`src/rtl/pipe_pkg.sv`:
```
// Shared types and constants for elastic pipeline stage registers.
// The state encoding is also the raw occupancy count for the legal states.
package pipe_pkg;

  localparam int OCC_W  = 2;
  localparam int IFID_W = 64;

  typedef enum logic [1:0] {
    EMPTY = 2'd0,
    HALF  = 2'd1,
    FULL  = 2'd2
  } state_t;

  function automatic logic [OCC_W-1:0] occ_of(input state_t s);
    logic [OCC_W-1:0] occ;
    occ = '0;
    case (s)
      HALF:    occ = 2'd1;
      FULL:    occ = 2'd2;
      default: occ = 2'd0;
    endcase
    return occ;
  endfunction

endpackage

```
`src/rtl/pipe_stage_reg.sv`:
```
// Elastic valid/ready stage with a two-entry skid: 1-cycle latency, 1 item/cycle sustained.
// ready_o depends only on the state register, so upstream never sees a combinational ready path.
module pipe_stage_reg
  import pipe_pkg::*;
#(
  parameter int                DATA_W     = IFID_W,
  parameter logic [DATA_W-1:0] RESET_DATA = '0
) (
  input  logic              clk_i,
  input  logic              rst_i,
  input  logic              flush_i,
  input  logic              stall_i,
  input  logic              valid_i,
  output logic              ready_o,
  input  logic [DATA_W-1:0] data_i,
  output logic              valid_o,
  input  logic              ready_i,
  output logic [DATA_W-1:0] data_o,
  output logic [OCC_W-1:0]  occupancy_o
);

  state_t            state;
  state_t            state_nxt;
  logic [DATA_W-1:0] main_q;
  logic [DATA_W-1:0] skid_q;
  logic              in_fire;
  logic              out_fire;
  logic              main_from_in;
  logic              main_from_skid;
  logic              skid_from_in;

  assign in_fire  = valid_i & ready_o;
  assign out_fire = valid_o & ready_i & ~stall_i;

  always_ff @(posedge clk_i) begin
    if (rst_i || flush_i) begin
      state <= EMPTY;
    end else begin
      state <= state_nxt;
    end
  end

  always_comb begin
    state_nxt = state;
    case (state)
      EMPTY: begin
        if (in_fire) state_nxt = HALF;
      end
      HALF: begin
        if (in_fire && !out_fire)      state_nxt = FULL;
        else if (!in_fire && out_fire) state_nxt = EMPTY;
      end
      FULL: begin
        if (out_fire) state_nxt = HALF;
      end
      // The unused encoding drops back to a clean empty stage.
      default: state_nxt = EMPTY;
    endcase
  end

  always_comb begin
    main_from_in   = 1'b0;
    main_from_skid = 1'b0;
    skid_from_in   = 1'b0;
    case (state)
      EMPTY:   main_from_in   = in_fire;
      HALF: begin
        main_from_in = in_fire & out_fire;
        skid_from_in = in_fire & ~out_fire;
      end
      FULL:    main_from_skid = out_fire;
      default: ;
    endcase
  end

  always_ff @(posedge clk_i) begin
    if (rst_i || flush_i) begin
      main_q <= RESET_DATA;
      skid_q <= RESET_DATA;
    end else begin
      if (main_from_in) begin
        main_q <= data_i;
      end else if (main_from_skid) begin
        main_q <= skid_q;
      end
      if (skid_from_in) begin
        skid_q <= data_i;
      end
    end
  end

  always_comb begin
    valid_o     = (state != EMPTY);
    ready_o     = (state != FULL);
    occupancy_o = occ_of(state);
    data_o      = main_q;
  end

endmodule

```
`config.mk`:
```
export PLATFORM = sky130hd
export DESIGN_NAME = pipe_stage_reg
export DESIGN_NICKNAME = d
export VERILOG_FILES = /design/src/rtl/pipe_pkg.sv /design/src/rtl/pipe_stage_reg.sv
export SDC_FILE = /design/constraint.sdc
export NUM_CORES = 1
export LEC_CHECK = 0
export ABC_CLOCK_PERIOD_IN_PS = 3000
export BUFFER_PORTS_ARGS = -buffer_cell sky130_fd_sc_hd__buf_2
export CORE_MARGIN = 2
export CORE_UTILIZATION = 50
export DETAILED_ROUTE_END_ITERATION = 16
export PLACE_DENSITY = 0.76
export SETUP_SLACK_MARGIN = 0.15
export SKIP_CTS_REPAIR_TIMING = 1
export SLEW_MARGIN = 20
export SYNTH_ARGS = -nofsm -noshare
export SYNTH_HDL_FRONTEND = slang
export SYNTH_SLANG_ARGS = --single-unit
```
`constraint.sdc`:
```
create_clock -name clk_i -period 3 [get_ports clk_i]
set_clock_uncertainty 0.15 [all_clocks]
set_input_delay 0.6 -clock clk_i [delete_from_list [all_inputs] [get_ports clk_i]]
set_output_delay 0.6 -clock clk_i [all_outputs]
set_load 0.005 [all_outputs]
```
==> reports/results.txt, run 1 <==
TritonCTS buffer count = 17
Met2 WL = 7010 um
Final setup vio count = 0
Nets@finish = 837
Post-route setup TNS = 0 ps
R2R Path End = data_o[1]$_SDFFE_PP0P_
Tightest Pin Transition = 808 ps
CP Capture Type = output port
RSZ-0062 raised after global routing = false
Worst r2r path cells = 5
Crit share post-route = 90.5%
Core ar. = 10700 um2
H-tree levels = 4
Die W = 109 um
Vias post-DR = 5364
Initial antenna violation count = 1
Initial DRC count = 408
Largest net degree at the start of global routing = 66
Slowest-stage cell, CP = dfxtp_2
Grt total ovfl = 0
Power consumption = 4.28 mW
Largest fanout on the critical path = 57
DRT Pass-1 Iters = 5
Final Max Slew Viols = 0
Syn nets = 744
Crit Path Class = flop to output port
Max incr delay on CP = 550 ps
Max frequency = 368 MHz
Synthesis Warnings = 0
Worst Hold End = skid_q[25]$_SDFFE_PP0P_
Die area = 11800 um2
CTS Root Cell = clkbuf_8
DIE HEIGHT = 109 um
Crit path DAT = 1960 ps
FF-to-FF setup slack = 380 ps
Peak supply drop = 0.000331 V
Number of global-route vias before repair = 5164
Syn_area_per_cell = 8.12 um2
Hold path startpoint = data_i[25]
Layout Cells excl Fill = 920
Buf/Inv on CP = 2
Clk_lat worst skew = 530 ps
Synth Register Bits = 130
Layout cells sized above 1 = 24.5%
Wl on met1 = 6270 um
Netlist cell types = 23
Area leader, netlist = dfxtp_1
Yosys top cell area share = 47.6%
Vias per cell = 5.83
CP top delay family = buffers and inverters
Post-synthesis cell count = 673
Power density over the cells = 638 nW/um2
Reg clk slew, reported paths = 60 ps
Min setup slack post-route = 286 ps
Row cnt = 38
Sequential fraction of the synthesis area = 47.6%
Minimum clock period = 2710 ps
Final instance area = 6720 um2
Status = completed
Number of clock sinks = 130
Final wirelength = 14800 um
Remaining DRCs = 0
Most frequent cells in the layout = 257 x nand2_1, 137 x buf_2, 129 x dfxtp_1, 67 x a21oi_1, 64 x a211oi_1
Worst Hold Depth = 3
Place WS = 222 ps
PortBufs = 137
Most common cell after layout, fill and taps aside = nand2_1
Setup crit start kind = flop
Core Util, Final = 62.5%
Hold crit path type = input port to flop
Cell Chain, Critical Path = buf_6 > nor2b_1 > buf_2
Max-slew headroom = 46.1%
Synth top area cells = dfxtp_1 48%, nand2_1 18%, a311oi_1 9.8%
Crit path required time = 2250 ps
Final Hold Viols = 0
Crit path launch = state[0]$_SDFFE_PP0P_
Synthesis-to-finish area growth = 23.0%
Synthesized area = 5460 um2
DP HPWL = 8910 um
Starting Density = 50.8%
Max cap viols = 0
Cells after DPL = 887
CTS tree = done
Post-DP Area = 6090 um2
Reg2reg start = state[0]$_SDFFE_PP0P_
Max layer used = met5
First-pass GRT wire length = 23800 um
IO Pins = 138
DRT antenna net count = 0
Max Root-Sink Buffers = 2
Metal3 WL = 1220 um
Routability cong. = 0.789
Hold Slack = 171 ps
WL per Instance = 16.1 um
Static Leak = 2.42 nW
Gr usage total = 25.7%
## power breakdown
part           leakage (nW)  total [mW]  internal, mW  switching, mW
logic                  1.07       0.325         0.126          0.199
registers              1.06        1.80          1.77         0.0277
clock network         0.291        2.16          1.36          0.799
total                  2.42        4.28          3.26           1.03
## synthesized netlist by cell type
library cell,count
nor3_1,1
buf_1,4
nor2b_1,1
nand2_1,257
buf_6,6
a21oi_1,67
and4bb_1,1
a21o_1,2
a211oi_1,64
nand2b_1,5
inv_1,1
a311oi_2,3
buf_2,22
a311oi_1,61
ha_1,1
clkbuf_1,35
or2_2,3
and3b_1,1
dfxtp_1,130
buf_4,5
nand4bb_1,1
and2_1,1
nand3b_1,1
## registers in the layout (all words and copies together), names as in the netlist
| signal | flops |
|---|---|
| skid_q | 64 |
| data_o | 64 |
| state | 2 |
## worst reg2reg max path, cell delays in order (launching register included)
cell and delay, ps:
dfxtp_2 550, buf_6 450, nand4bb_4 540, buf_4 410, nand2_1 120, a311oi_1 300
## cells by family after synthesis
logic type               after synthesis  share of synthesized area (%)
adder cells (fa/ha/maj)                1                          0.229
flip-flops                           130                           47.6
AND/OR/NAND/NOR                      272                           19.6
AO/OA/AOI/OAI                        197                           25.8
buffers and inverters                 73                           6.69
## worst max path at each step
stage	end	cells after the start
global route	data_o[14]$_SDFFE_PP0P_	5
CTS	occupancy_o[0]	3
finish	occupancy_o[0]	3
global placement	skid_q[37]$_SDFFE_PP0P_	4
floorplan	skid_q[23]$_SDFFE_PP0P_	10
detailed placement	skid_q[24]$_SDFFE_PP0P_	4
## routing by layer
metal  global-route usage, %  up-vias
met3                    6.87       39
met4                    12.2        2
li1                        -     2558
met1                    32.3     2517
met2                    41.0      248
met5                       0        -
## cell type report
class                      instances  area, um2
sequential                       130       2600
antenna                            1       2.50
multi-input combinational        470       2530
clock inverter                    15        208
timing repair buffer             146        782
tap                              140        175
clock buffer                      17        414
inverter                           1       3.75
fill                             991       4030
No activity file was read; power rests on OpenSTA's default activity.
==> run 2, diff against run 1 <==
--- a/config.mk
+++ b/config.mk
@@ -10,6 +10,7 @@
 export CORE_MARGIN = 2
 export CORE_UTILIZATION = 50
 export DETAILED_ROUTE_END_ITERATION = 16
+export GPL_TIMING_DRIVEN = 0
 export PLACE_DENSITY = 0.76
 export SETUP_SLACK_MARGIN = 0.15
 export SKIP_CTS_REPAIR_TIMING = 1
==> run 2 against run 1 <==
Effect of this change: first-iteration DRC count is 27% higher; critical path type is now input port to flop; register-to-register slack better by 90 ps; count of clock-buffer cells in the layout is 7 higher; largest cell class unchanged.
==> reports/results.txt, run 2 (synthesis results as in run 1) <==
Max frequency = 393 MHz (was 368 MHz)
Hold crit path type = input port to flop (unchanged)
Core ar. = 10700 um2 (unchanged)
Max-slew headroom = 60.5% (was 46.1%)
Most common cell after layout, fill and taps aside = nand2_1 (unchanged)
Peak supply drop = 0.000298 V (was 0.000331 V)
Crit Path Class = input port to flop (was flop to output port)
Remaining DRCs = 0 (unchanged)
Largest net degree at the start of global routing = 17 (was 66)
Filler instances = 986 (was 991)
Switch share = 23.5% (was 24.0%)
Status = completed (unchanged)
Cell mode on critical path = buf_2
Clock share of power = 47.6% (was 50.4%)
WL per Instance = 16.6 um (was 16.1 um)
Vias per cell = 5.72 (was 5.83)
PortBufs = 137 (unchanged)
Worst r2r path cells = 10 (was 5)
Crit share post-route = 84.9% (was 90.5%)
DP HPWL = 11100 um (was 8910 um)
Routability cong. = 0.834 (was 0.789)
Nets@finish = 899 (was 837)
Final Max Slew Viols = 0 (unchanged)
Static Leak = 2.55 nW (was 2.42 nW)
CTS tree = done (unchanged)
Crit path DAT = 2840 ps (was 1960 ps)
Power consumption = 4.11 mW (was 4.28 mW)
Flop pwr share = 43.8% (was 42.1%)
Net Sw Power = 0.966 mW (was 1.03 mW)
Minimum clock period = 2550 ps (was 2710 ps)
Initial DRC count = 517 (was 408)
Post-route setup TNS = 0 ps (unchanged)
DIE HEIGHT = 109 um (unchanged)
Worst Hold Depth = 3 (unchanged)
Most frequent cells in the layout = 257 x nand2_1, 159 x buf_2, 130 x dfxtp_1, 67 x a21oi_1, 64 x a211oi_1 (was 257 x nand2_1, 137 x buf_2, 129 x dfxtp_1, 67 x a21oi_1, 64 x a211oi_1)
Cell Chain, Critical Path = buf_2 > nand2b_1 > buf_4 > clkbuf_1 > nand2b_1 > ha_1 > and3b_1 > buf_2 > buf_2 > nand2_1 > a21oi_1 (was buf_6 > nor2b_1 > buf_2)
Buf/Inv on CP = 5 (was 2)
Final wirelength = 16300 um (was 14800 um)
Max Root-Sink Buffers = 2 (unchanged)
Area of the multi-input gates = 2490 um2 (was 2530 um2)
Max cap viols = 0 (unchanged)
Power density over the cells = 598 nW/um2 (was 638 nW/um2)
Row cnt = 38 (unchanged)
Int Power = 3.14 mW (was 3.26 mW)
Grt total ovfl = 0 (unchanged)
Synthesis-to-finish area growth = 25.8% (was 23.0%)
Reg clk slew, reported paths = 60 ps (about the same)
Slowest-stage cell, CP = clkbuf_1 (was dfxtp_2)
Hold path startpoint = data_i[60] (was data_i[25])
Die area = 11800 um2 (unchanged)
Combinational Power Share = 8.6% (was 7.6%)
Tightest Pin Transition = 593 ps (was 808 ps)
Gr usage total = 28.0% (was 25.7%)
First-pass GRT wire length = 25800 um (was 23800 um)
Worst Hold End = skid_q[60]$_SDFFE_PP0P_ (was skid_q[25]$_SDFFE_PP0P_)
DRT Pass-1 Iters = 7 (was 5)
DRT antenna net count = 0 (unchanged)
Final Hold Viols = 0 (unchanged)
Largest fanout on the critical path = 10 (was 57)
Reg2reg start = state[0]$_SDFFE_PP0P_ (unchanged)
RSZ-0062 raised after global routing = false (unchanged)
CP top delay family = buffers and inverters (unchanged)
FF-to-FF setup slack = 470 ps (was 380 ps)
CTS Root Cell = clkbuf_8 (unchanged)
Starting Density = 50.8% (unchanged)
IO Pins = 138 (unchanged)
Number of global-route vias before repair = 5243 (was 5164)
CP Capture Type = flop (was output port)
Number of clock sinks = 130 (unchanged)
Max incr delay on CP = 390 ps (was 550 ps)
Setup crit start kind = input port (was flop)
Crit path required time = 3290 ps (was 2250 ps)
H-tree levels = 4 (unchanged)
Register area = 2600 um2 (about the same)
Die W = 109 um (unchanged)
R2R Path End = skid_q[40]$_SDFFE_PP0P_ (was data_o[1]$_SDFFE_PP0P_)
TritonCTS buffer count = 17 (unchanged)
# diodes = 0 (was 1)
Vias post-DR = 5603 (was 5364)
Layout cells sized above 1 = 24.1% (was 24.5%)
Clk_lat worst skew = 520 ps (was 530 ps)
Initial antenna violation count = 0 (was 1)
Final setup vio count = 0 (unchanged)
-- run 2: layout make-up --
class | count | share of cell area [%]
plain buffers | 71 | 5.21
clock buffers | 24 | 6.85
clock inverters | 6 | 1.17
inverters | 1 | 0.0546
multi-input cells | 470 | 36.3
flip-flops and latches | 130 | 37.9
well taps | 140 | 2.55
repair buffers | 137 | 9.98
-- run 2: through the flow --
step	cells	worst slack (ps)	utilization [%]	hold WS [ps]	cell area (um2)
after floorplan	673	621	-	287	5460
after global placement	950	120	58.8	292	6320
after detailed placement	950	29.1	58.8	297	6320
after CTS	980	156	64.0	168	6870
after global routing	979	305	63.9	172	6870
final	979	453	63.9	175	6870
-- run 2: power groups by stage --
stage / clock (mW) / combinational [mW] / sequential (mW)
2_1_floorplan: 0 / 0.181 / 1.84
3_3_place_gp: 0 / 0.336 / 1.83
4_1_cts: 1.96 / 0.349 / 1.80
6_report: 1.96 / 0.352 / 1.80
3_5_place_dp: 0 / 0.347 / 1.84
5_1_grt: 2.06 / 0.389 / 1.80
-- run 2: how the worst max path moves through the flow --
stage / from / end / slack [ps] / cells past startpoint
final: stall_i / skid_q[40]$_SDFFE_PP0P_ / 450 / 11
after global routing: state[0]$_SDFFE_PP0P_ / skid_q[54]$_SDFFE_PP0P_ / 300 / 10
after CTS: state[0]$_SDFFE_PP0P_ / occupancy_o[0] / 160 / 5
after detailed placement: stall_i / skid_q[34]$_SDFFE_PP0P_ / 30 / 11
after global placement: stall_i / skid_q[44]$_SDFFE_PP0P_ / 120 / 11
after floorplan: stall_i / skid_q[23]$_SDFFE_PP0P_ / 620 / 10
-- run 2: per-layer routing --
layer	vias up	global-route usage [%]	share of wire (%)
met5	-	0	0
met3	29	5.79	7.6
met4	0	11.5	2.0
li1	2688	-	-
met1	2650	37.1	44
met2	236	44.3	47
-- run 2: worst reg2reg max path: stages (launching register included) --
cell,delay [ps]
dfxtp_1,320
buf_2,190
buf_4,220
or2_2,310
nand2b_1,80
ha_1,160
and3b_1,210
buf_2,280
buf_2,280
nand2_1,120
a21oi_1,140
